`src/rtl/rs232_pkg.sv`:
```
// Shared types and defaults for the RS232 echo-path byte buffer.
// Latency: n/a (types only).
// Backpressure: n/a.
package rs232_pkg;

    localparam int RS232_BYTE_W          = 8;
    localparam int RS232_FIFO_DEPTH_LOG2 = 4;

    typedef enum logic [1:0] {
        IDLE       = 2'd0,
        ISSUE_WAIT = 2'd1,
        TX_BUSY    = 2'd2
    } seq_state_t;

endpackage

```
`src/rtl/rs232_fifo_ram.sv`:
```
// Simple dual-port storage: synchronous write, asynchronous read, no reset.
// Latency: write visible after the edge; read is combinational from rd_addr.
// Backpressure: none; the caller guards wr_en.
module rs232_fifo_ram
    import rs232_pkg::*;
#(
    parameter int DEPTH_LOG2 = RS232_FIFO_DEPTH_LOG2,
    parameter int WIDTH      = RS232_BYTE_W
) (
    input  logic                  clock,
    input  logic                  wr_en,
    input  logic [DEPTH_LOG2-1:0] wr_addr,
    input  logic [WIDTH-1:0]      wr_dat,
    input  logic [DEPTH_LOG2-1:0] rd_addr,
    output logic [WIDTH-1:0]      rd_dat
);

    logic [WIDTH-1:0] mem [2**DEPTH_LOG2];

    always_ff @(posedge clock) begin
        if (wr_en) begin
            mem[wr_addr] <= wr_dat;
        end
    end

    assign rd_dat = mem[rd_addr];

endmodule

```
`src/rtl/rs232_fifo.sv`:
```
// Byte FIFO between RS232 receiver and transmitter with a tx_rdy-paced issue sequencer.
// Latency: in_vld at edge N -> tx_vld high for the cycle after edge N+1 (empty FIFO, idle tx).
// Backpressure: tx_rdy paces issues; input overruns when full are dropped and flagged sticky.
module rs232_fifo
    import rs232_pkg::*;
#(
    parameter int DEPTH_LOG2 = RS232_FIFO_DEPTH_LOG2,
    parameter int WIDTH      = RS232_BYTE_W
) (
    input  logic                  clock,
    input  logic                  reset,
    input  logic                  in_vld,
    input  logic [WIDTH-1:0]      in_data,
    input  logic                  tx_rdy,
    output logic                  tx_vld,
    output logic [WIDTH-1:0]      tx_data,
    input  logic                  clr_ovf,
    output logic [DEPTH_LOG2:0]   count,
    output logic                  empty,
    output logic                  full,
    output logic                  overflow
);

    localparam int                DEPTH     = 1 << DEPTH_LOG2;
    localparam logic [DEPTH_LOG2:0] DEPTH_CNT = (DEPTH_LOG2 + 1)'(DEPTH);

    seq_state_t              state;
    seq_state_t              state_nxt;
    logic [DEPTH_LOG2-1:0]   wr_ptr;
    logic [DEPTH_LOG2-1:0]   rd_ptr;
    logic [DEPTH_LOG2:0]     count_q;
    logic [WIDTH-1:0]        rd_dat;
    logic                    issue;
    logic                    wr_acc;
    logic                    drop;

    assign count = count_q;
    assign empty = (count_q == '0);
    assign full  = (count_q == DEPTH_CNT);

    // A read frees a slot on the same edge, so a full FIFO can still accept then.
    assign wr_acc = in_vld && (!full || issue);
    assign drop   = in_vld && full && !issue;

    rs232_fifo_ram #(
        .DEPTH_LOG2 (DEPTH_LOG2),
        .WIDTH      (WIDTH)
    ) u_ram (
        .clock   (clock),
        .wr_en   (wr_acc),
        .wr_addr (wr_ptr),
        .wr_dat  (in_data),
        .rd_addr (rd_ptr),
        .rd_dat  (rd_dat)
    );

    always_ff @(posedge clock or negedge reset) begin
        if (!reset) begin
            state <= IDLE;
        end else begin
            state <= state_nxt;
        end
    end

    always_comb begin
        state_nxt = state;
        case (state)
            IDLE:       if (issue)   state_nxt = ISSUE_WAIT;
            ISSUE_WAIT: if (!tx_rdy) state_nxt = TX_BUSY;
            TX_BUSY:    if (tx_rdy)  state_nxt = IDLE;
            default:                 state_nxt = IDLE;
        endcase
    end

    always_comb begin
        issue = (state == IDLE) && !empty && tx_rdy;
    end

    always_ff @(posedge clock or negedge reset) begin
        if (!reset) begin
            wr_ptr   <= '0;
            rd_ptr   <= '0;
            count_q  <= '0;
            overflow <= 1'b0;
            tx_vld   <= 1'b0;
            tx_data  <= '0;
        end else begin
            tx_vld <= issue;
            if (issue) begin
                tx_data <= rd_dat;
                rd_ptr  <= rd_ptr + 1'b1;
            end
            if (wr_acc) begin
                wr_ptr <= wr_ptr + 1'b1;
            end
            case ({wr_acc, issue})
                2'b10:   count_q <= count_q + 1'b1;
                2'b01:   count_q <= count_q - 1'b1;
                default: count_q <= count_q;
            endcase
            // A drop on the same edge as a clear keeps the flag set.
            if (drop) begin
                overflow <= 1'b1;
            end else if (clr_ovf) begin
                overflow <= 1'b0;
            end
        end
    end

endmodule

```
`config.mk`:
```
export PLATFORM = sky130hd
export DESIGN_NAME = rs232_fifo
export DESIGN_NICKNAME = d
export VERILOG_FILES = /design/src/rtl/rs232_pkg.sv /design/src/rtl/rs232_fifo_ram.sv /design/src/rtl/rs232_fifo.sv
export SDC_FILE = /design/constraint.sdc
export NUM_CORES = 1
export LEC_CHECK = 0
export CAP_MARGIN = 20
export CORE_ASPECT_RATIO = 0.7
export CORE_MARGIN = 3
export CORE_UTILIZATION = 40
export CTS_CLUSTER_DIAMETER = 100
export CTS_CLUSTER_SIZE = 14
export DETAILED_ROUTE_END_ITERATION = 6
export SLEW_MARGIN = 20
export SYNTH_ARGS = -nofsm -noshare
export SYNTH_HDL_FRONTEND = slang
export SYNTH_HIERARCHICAL = 1
export SYNTH_SLANG_ARGS = --single-unit
```
`constraint.sdc`:
```
create_clock -name clock -period 3.2 [get_ports clock]
set_clock_uncertainty 0.05 [all_clocks]
set_input_delay 0.48 -clock clock [delete_from_list [all_inputs] [get_ports clock]]
set_output_delay 0.48 -clock clock [all_outputs]
set_load 0.005 [all_outputs]
```
Yosys cells after proc, flatten, opt, wreduce, memory -nomap -nowiden

Memory sizes are Yosys's and may differ from the RTL's. A register that Yosys moved wholly into a read port is not among the register bits.
Index checks and enable logic that the tools add are counted.
W data, S select, Z words.

Output and inout bits: 17
Bits in writable memories: 128
Logic and storage cells: 43
Memories: 1
Flip-flop bits (word level): 17
Input bits: 13

Memory list:

| name      | words | width | read ports | clocked after Yosys merged registers in | write ports | line                 | source |
|---|---|---|---|---|---|---|---|
| u_ram.mem | 16    | 8     | 1          | 1                                       | 1           | rs232_fifo_ram.sv:18 | `logic [WIDTH-1:0] mem [2**DEPTH_LOG2];` |

Reductions and logical operators: 15
Multiplexer cells: 9
Equality and inequality tests: 8
Add/sub/neg operators: 4

Operators with widths:

| operator              | count |
|---|---|
| $pmux W5 S2           | 1 |
| $add A4 B1 Y4 const B | 2 |
| $mux W2               | 3 |
| $ne A2 B2 Y1 const B  | 3 |
| $pmux W2 S3           | 1 |
| $add A5 B1 Y5 const B | 1 |
| $eq A5 B5 Y1 const B  | 1 |
| $logic_and A1 B1 Y1   | 5 |
| $logic_not A5 Y1      | 1 |
| $sub A5 B1 Y5 const B | 1 |
| $eq A2 B1 Y1 const B  | 2 |
| $eq A2 B2 Y1 const B  | 2 |
| $logic_not A1 Y1      | 4 |
| $mux W1               | 4 |
| $reduce_bool A2 Y1    | 2 |
| $reduce_and A3 Y1     | 1 |
| $logic_not A2 Y1      | 1 |
| $logic_or A1 B1 Y1    | 1 |

Longest topological paths before layout

Gate-level depths: netlist of run 1.

Word-level depth: 8
Depth in mapped cells: 8

By module

Netlist of run 1, hierarchy kept.

Modules (own cells, without submodules):

| module         | cells each | area an instance (um^2) | instances |
|---|---|---|---|
| rs232_fifo_ram | 221        | 4987.3                  | 1 |
| rs232_fifo     | 122        | 1229.9                  | 1 |

Worst setup path before layout of run 1

OpenSTA, ideal clock, no wires.

Kind: input to register
From: input port tx_rdy
To: memory u_ram/mem[0][0] (netlist name) (enable)
Path buffers: 0
Setup time: 0.383 ns
Cell stages on the path: 4
Arrival: 2.409 ns
Path slack: 0.358 ns
Data required time: 2.767 ns
Cells stage by stage: or3b_2 a31oi_2 or3b_2 nor3_1

Word-level cells in the longest chain between the ends: 5

Ends and longest elaborated chain:

| item                          | line                 | source |
|---|---|---|
| start, declared               | rs232_fifo.sv:14     | `input logic tx_rdy,` |
| $logic_and A1 B1 Y1           | rs232_fifo.sv:76     | `issue = (state == IDLE) && !empty && tx_rdy;` |
| $logic_or A1 B1 Y1            | rs232_fifo.sv:42     | `assign wr_acc = in_vld && (!full \|\| issue);` |
| $logic_and A1 B1 Y1           | rs232_fifo.sv:42     |  |
| net wr_acc                    | rs232_fifo.sv:34     | `logic wr_acc;` |
| $mux W1                       | rs232_fifo_ram.sv:21 | `if (wr_en) begin` |
| $mux W1 (implied by the code) | rs232_fifo_ram.sv:22 | `mem[wr_addr] <= wr_dat;` |
| end, declared                 | rs232_fifo_ram.sv:18 |  |

The timed path passes the listed nets, and every way through them passes these cells.

Worst setup path after layout of run 1

From: input port tx_rdy
To: register count_q[4] (netlist: count[4])

Word-level cells in the longest chain between the ends: 5
Elaborated cells on any way between the ends: 7
Those cells by class: eq/ne: 2; mux: 1; reduce/logical: 4

Ends and longest elaborated chain:

| item                                              | line             | source |
|---|---|---|
| $logic_and A1 B1 Y1 *                             | rs232_fifo.sv:76 |  |
| $logic_or A1 B1 Y1                                | rs232_fifo.sv:42 |  |
| $logic_and A1 B1 Y1                               | rs232_fifo.sv:42 |  |
| $eq A2 B1 Y1 or $eq A2 B2 Y1 (tied branches)      | rs232_fifo.sv:96 | `case ({wr_acc, issue})` |
| $pmux W5 S2 or $reduce_bool A2 Y1 (tied branches) | --               |  |
| end signal, assigned                              | rs232_fifo.sv:97 | `2'b10: count_q <= count_q + 1'b1;` |
| end signal, assigned                              | rs232_fifo.sv:98 | `2'b01: count_q <= count_q - 1'b1;` |
| end signal, assigned                              | rs232_fifo.sv:99 | `default: count_q <= count_q;` |
| end, declared                                     | rs232_fifo.sv:31 | `logic [DEPTH_LOG2:0] count_q;` |

Mark *: on every way between the ends. The rest lies on a longest branch, timed or not.
A chain may end at the register's enable or synchronous reset.

==> results.ini, run 1 <==
[synthesis]
yosysTopAreaCell=edfxtp_1
synth-async-reset-ratio=0.163
synthTopCellsByCount=128 x edfxtp_1, 44 x nand2_1, 25 x dfrtp_1
synth_top_area_share=0.618
yosysMostFrequentCell=edfxtp_1
synthTopCellsByArea=edfxtp_1 62%, dfrtp_1 10%, mux4_2 6.5%, mux4_1 5.9%, nand2_1 2.7%
synth_edf_count=128
synth_seq_area_share=0.719
yosys_register_bits=153
netlist_area_sq_mm=0.00622
synthFlopType=edfxtp_1
synth.distinct_cells=43
syn_nets=362
synthCells=343
synth_warnings=6
avgSynthCellArea_sq_um=18.1

[die]
fp.dieArea_sq_mm=0.0171
core_area_sq_mm=0.0150
die_x_um=155
initial_utilization=0.416
ios=30
chipHeight_um=110
rows=37

[critical_path]
cp-end-kind=register
regToRegSetupSlack_ns=0.49
slowest_stage=or4b_4
path_buf_inv=2
cp_max_fo=4
critical_path.startpoint_type=primary input
r2r_cells=8
rr_startpoint=state[1]
max_stage_delay_ns=0.48
worstSetupPathType=primary input to register
arrival_ns=2.96
r2r-end=count[4]
crit_chain=clkdlybuf4s50_1 -> or4b_4 -> a21oi_1 -> buf_4 -> fa_1 -> nand3_1 -> nand2_1 -> mux2_2 -> a2111o_1
critPathTopFamily=simple AND/OR/NAND/NOR gates
required_ns=3.45

[clocking]
cts_buffers=17
ctsHoldBuffers=0
cts_tree=yes
cts.htree.levels=4
clock_latency_ns=0.42
root_buffer=clkbuf_16
cts_setup_buffers=0
cts_num_sinks=153
cts.clk_slew.worst_paths_ns=0.07
cts_resized=0
clockBufferDepth=2

[pwr]
p_per_area_mw_per_mm2=879
ir_drop_v=0.000417
power.share.clock=0.296
pwr-share-comb=0.283
share_seq_of_total_power=0.421
internal_power_w=0.00445
switching_share=0.319
p_sw_w=0.00208
leakage_nw=2.66

[drt]
drt_iter0_markers=266
drc_errors=0
vias=3258
ant_nets=0
viasPerCell=5.32
wire_per_inst_um=20.6
wirelength_mm=12.6
drt_first_pass_iters=4

[placement]
place_hpwl_mm=8.43
port_buffers=29
dp_cells=580
place_congestion=0.812

[cells_and_area]
nets=423
syn_to_final_growth_pct=19.6
instances_no_fill=612
layout-drive-gt1-share=0.201
nFillCells=1215
diodes=0

[outcome]
status=finished clean

[timing]
worst_pin_slew_ns=0.779
final_max_slew_viol_count=0
max_freq_ghz=0.368
setup_tns_ns=0
hold_viol=0
grt_setup_unrepaired=false
fin_crit_ns=2.72
finalCritPeriodShare=0.849
setup_viol=0
max_slew_margin=0.480

[grt]
antenna_found_initial=0
grt_usage=0.161
grt-ovfl-total=0
grt_pass1_wl_mm=19.9
grt_max_degree=36
first_global_vias=3268

[run]
drv_cap=0

[worst_hold_path]
hp-class=primary input to asynchronous set/reset pin

-- layout by cell type, fill, tap and decap left out, types with 2 or more instances in the layout --
cell               n
a21oi_1            4
a221o_1            2
a22oi_1           16
buf_4             25
clkbuf_16         17
clkdlybuf4s50_1   29
clkinv_8           3
dfrtp_1           24
edfxtp_1         128
ha_1               5
inv_1              7
inv_6              6
inv_8              3
mux2_2             2
mux4_1            14
mux4_2            18
nand2_1           44
nand2b_1           2
nand3_1            2
nand3b_1           2
nand4_1            2
nor2_1            19
nor3_1             5
nor3b_1            3
o22ai_1            2
or3b_2             2
xnor2_1            7
xor2_1             3
-- worst max path at each step --
stage	from	end	slack [ns]	depth (start not counted)
finish	tx_rdy	count[4]	0.48	9
global route	state[1]	count[4]	0.36	8
CTS	count[1]	count[4]	0.52	9
detailed placement	tx_rdy	count[4]	0.08	9
global placement	tx_rdy	count[4]	0.14	9
floorplan	tx_rdy	u_ram/mem[0][0]	0.36	4
-- registers in the layout (all words and copies together), names as in the netlist --
register	cells
state	2
u_ram/mem	128
count	5
tx_data	8
tx_vld	1
overflow	1
rd_ptr	4
wr_ptr	4
-- power by group through the flow --
stage          Sequential [W]  Clock, W  Combinational (W)
2_1_floorplan         0.00270         0            0.00126
3_3_place_gp          0.00278         0            0.00184
3_5_place_dp          0.00279         0            0.00186
4_1_cts               0.00275   0.00198            0.00186
5_1_grt               0.00280   0.00207            0.00204
6_report              0.00275   0.00193            0.00185
-- worst register-to-register path: cells and delay by family (launching register included) --
| kind | cells | cell delay (ns) |
|---|---|---|
| DFF | 1 | 0.43 |
| and+or+nand+nor | 3 | 0.78 |
| adders and majority gates | 1 | 0.21 |
| AOI/OAI and AO/OA | 2 | 0.59 |
| buffers and inverters | 1 | 0.17 |
| muxes | 1 | 0.35 |
-- final cells by class --
type / count / area [sq um] / area share
repair buffers: 55 / 498 / 0.0670
clock buffers: 17 / 425 / 0.0572
well taps: 195 / 244 / 0.0328
flip-flops and latches: 153 / 4470 / 0.601
clock inverters: 15 / 155 / 0.0209
inverters: 7 / 26.3 / 0.00353
multi-input cells: 170 / 1620 / 0.217
-- kinds of logic after synthesis --
group / count (synthesis) / share of synthesized area
and+or+nand+nor: 89 / 0.0674
buffers and inverters: 20 / 0.0213
AOI/OAI and AO/OA: 30 / 0.0354
muxes: 35 / 0.130
xor gates and xnor gates: 10 / 0.0141
DFF: 153 / 0.719
adders and majority gates: 6 / 0.0133
-- metal layers --
metal | share of wire | global-route usage | vias to the layer above
met5 | 0 | 0 | -
met4 | 0.015 | 0.0580 | 0
met1 | 0.49 | 0.249 | 1656
li1 | - | - | 1490
met3 | 0.055 | 0.0394 | 15
met2 | 0.44 | 0.221 | 97
-- stage by stage --
stage          utilization  instance area, sq um  total power [W]  setup WS, ns  hold slack, ns
3_5_place_dp         0.458                  6850          0.00465        0.0778           0.421
2_1_floorplan            -                  6220          0.00397         0.358           0.134
3_3_place_gp         0.458                  6850          0.00462         0.144           0.412
4_1_cts              0.497                  7430          0.00660         0.516           0.374
6_report             0.497                  7430          0.00653         0.484           0.377
5_1_grt              0.497                  7430          0.00692         0.362           0.400
Note: power is estimated with default switching activity, not from simulation.
==> run 2, diff against run 1 <==
==> constraint.sdc (replaced) <==
create_clock -name clock -period 2.8 [get_ports clock]
set_clock_uncertainty 0.05 [all_clocks]
set_input_delay 0.42 -clock clock [delete_from_list [all_inputs] [get_ports clock]]
set_output_delay 0.42 -clock clock [all_outputs]
set_load 0.005 [all_outputs]
==> run 2 against run 1 <==
- non-clock buffer count grew 16
- routed wire length up 3.7%
- first-iteration DRC count grew 7.5%
- power rose by 20%
- sequential power rose by 14%
- clock-buffer cell count grew 3
- largest power group unchanged
- highest routed layer unchanged
- sequential share of layout area decreased by 1.4 points
- worst hold slack worse by 0.059 ns
- critical endpoint is now empty
==> results.ini, run 2 (synthesized netlist as in run 1, its figures left out) <==
[outcome]
status=finished clean

[grt]
grt_max_degree=36  ; unchanged
met2_usage=0.227  ; +0.00558
antenna_found_initial=0  ; unchanged
first_global_vias=3316  ; +1.5%
grt_pass1_wl_mm=19.9  ; +0.18%
grt-ovfl-total=0  ; unchanged
grtUsageMet3=0.0386  ; -0.000780
grt_most_used_layer=met1
grt_usage=0.164  ; +0.00308
grt_util_met1=0.251  ; +0.00124

[timing]
finalCritPeriodShare=0.941
whs_ns=0.318  ; -0.0591 ns
max_slew_margin=0.447  ; -0.0330
worst_pin_slew_ns=0.829  ; +0.0495 ns
fin_crit_ns=2.64
max_freq_ghz=0.379
grt_setup_unrepaired=false
final_max_slew_viol_count=0  ; unchanged
setup_viol=0  ; unchanged
setup_slack_ns=0.164  ; -0.320 ns
hold_viol=0  ; unchanged

[drt]
ant_nets=0  ; unchanged
drt_iter0_markers=286  ; +7.5%
vias=3396  ; +4.2%
wirelength_mm=13.1  ; +3.7%
drt_first_pass_iters=6  ; +2
drc_errors=0  ; unchanged
wire_per_inst_um=20.8  ; +1.1%
viasPerCell=5.41  ; +1.6%

[cells_and_area]
largest_reg_flops=128  ; unchanged
nFillCells=1185  ; -2.5%
top_register=u_ram/mem
layout_common_cells=128 x edfxtp_1, 44 x nand2_1, 40 x buf_4
diodes=0  ; unchanged
multi_input_area_sq_mm=0.00162  ; unchanged
layout_commonest_cell=edfxtp_1
layout-drive-gt1-share=0.226  ; +0.0249
syn_to_final_growth_pct=22.4
nets=439  ; +3.8%
seqCellArea_sq_mm=0.00447  ; unchanged

[pwr]
internal_power_w=0.00551  ; +24%
p_per_area_mw_per_mm2=1030  ; +17%
pwr-share-comb=0.291  ; +0.008
leakage_nw=2.76  ; +4.0%
share_seq_of_total_power=0.400  ; -0.021
power.share.clock=0.309  ; +0.013
p_sw_w=0.00233  ; +12%
switching_share=0.297  ; -0.0216
ir_drop_v=0.000512  ; +23%

[clocking]
cts_tree=yes
cts_buffers=17  ; unchanged
cts_resized=0  ; unchanged
root_buffer=clkbuf_16
ctsHoldBuffers=0  ; unchanged
cts_setup_buffers=0  ; unchanged
clockBufferDepth=2  ; unchanged
cts.htree.levels=4  ; unchanged
cts_num_sinks=153  ; unchanged
cts.clk_slew.worst_paths_ns=0.06  ; about the same
clock_latency_ns=0.42  ; about the same

[die]
ios=30  ; unchanged
chipHeight_um=110  ; unchanged
fp.dieArea_sq_mm=0.0171  ; unchanged
rows=37  ; unchanged
core_area_sq_mm=0.0150  ; unchanged
die_x_um=155  ; unchanged
initial_utilization=0.416  ; unchanged

[critical_path]
worstSetupPathType=register to primary output
cp-end-kind=primary output
arrival_ns=2.17  ; -0.79 ns
required_ns=2.33  ; -1.12 ns
critical_path.startpoint_type=register
cp_max_fo=6  ; +2

[placement]
place_ws_ns=-0.210  ; -0.288 ns
port_buffers=29  ; unchanged
place_hpwl_mm=8.71  ; +3.3%
place_congestion=0.791  ; -2.5%

[worst_hold_path]
hp-class=primary input to asynchronous set/reset pin

[run]
drv_cap=0  ; unchanged

==> run 2: changes by cell type in the layout (fill, tap and decap cells not counted), sizes merged <==
cell,previous run,this run
clkbuf,17,20
bufinv,0,4
clkinv,5,3
inv,16,11
buf,26,42
==> run 2: worst paths after layout <==
kind	from	endpoint	slack (ns)	cells after the start
min	reset	count[3]	0.32	2
max reg2reg	state[1]	count[4]	0.17	8
max	count[0]	empty	0.16	5
min in group clock	tx_data[2]	tx_data[2]	0.43	2
min reg2reg	tx_data[2]	tx_data[2]	0.43	2
max in group asynchronous	reset	rd_ptr[0]	2.10	2
==> run 2: power groups by stage <==
stage | registers, W | logic (W) | clock network, W
6_report | 0.00313 | 0.00228 | 0.00242
5_1_grt | 0.00318 | 0.00247 | 0.00258
4_1_cts | 0.00314 | 0.00229 | 0.00248
3_5_place_dp | 0.00318 | 0.00228 | 0
3_3_place_gp | 0.00316 | 0.00224 | 0
2_1_floorplan | 0.00309 | 0.00144 | 0
==> run 2: per-layer routing <==
layer / vias up / part of all wire
li1: 1521 / -
met1: 1758 / 0.50
met2: 100 / 0.43
met3: 17 / 0.053
met4: 0 / 0.017
met5: - / 0
==> run 2: critical path, cell delays in order, from the launching register on <==
cell and delay (ns):
dfrtp_1 0.46, nor4_2 0.37, buf_4 0.21, nand2_1 0.14
inv_1 0.08, clkdlybuf4s50_1 0.49
==> run 2: metrics by stage <==
stage	TNS (ns)	utilization	power [W]	cell area [sq um]	cells
3_3_place_gp	-2.45	0.467	0.00541	6990	596
4_1_cts	0	0.509	0.00791	7610	628
3_5_place_dp	-4.59	0.467	0.00545	6990	596
6_report	0	0.509	0.00784	7610	628
5_1_grt	0	0.509	0.00823	7610	628
2_1_floorplan	0	-	0.00453	6220	343
==> run 2: layout make-up <==
cell class                      instances  share of cell area
Sequential cell                       153               0.587
Clock inverter                         12              0.0248
Multi-Input combinational cell        170               0.212
Clock buffer                           20              0.0574
Inverter                                7             0.00345
Timing Repair Buffer                   71              0.0828
Tap cell                              195              0.0321
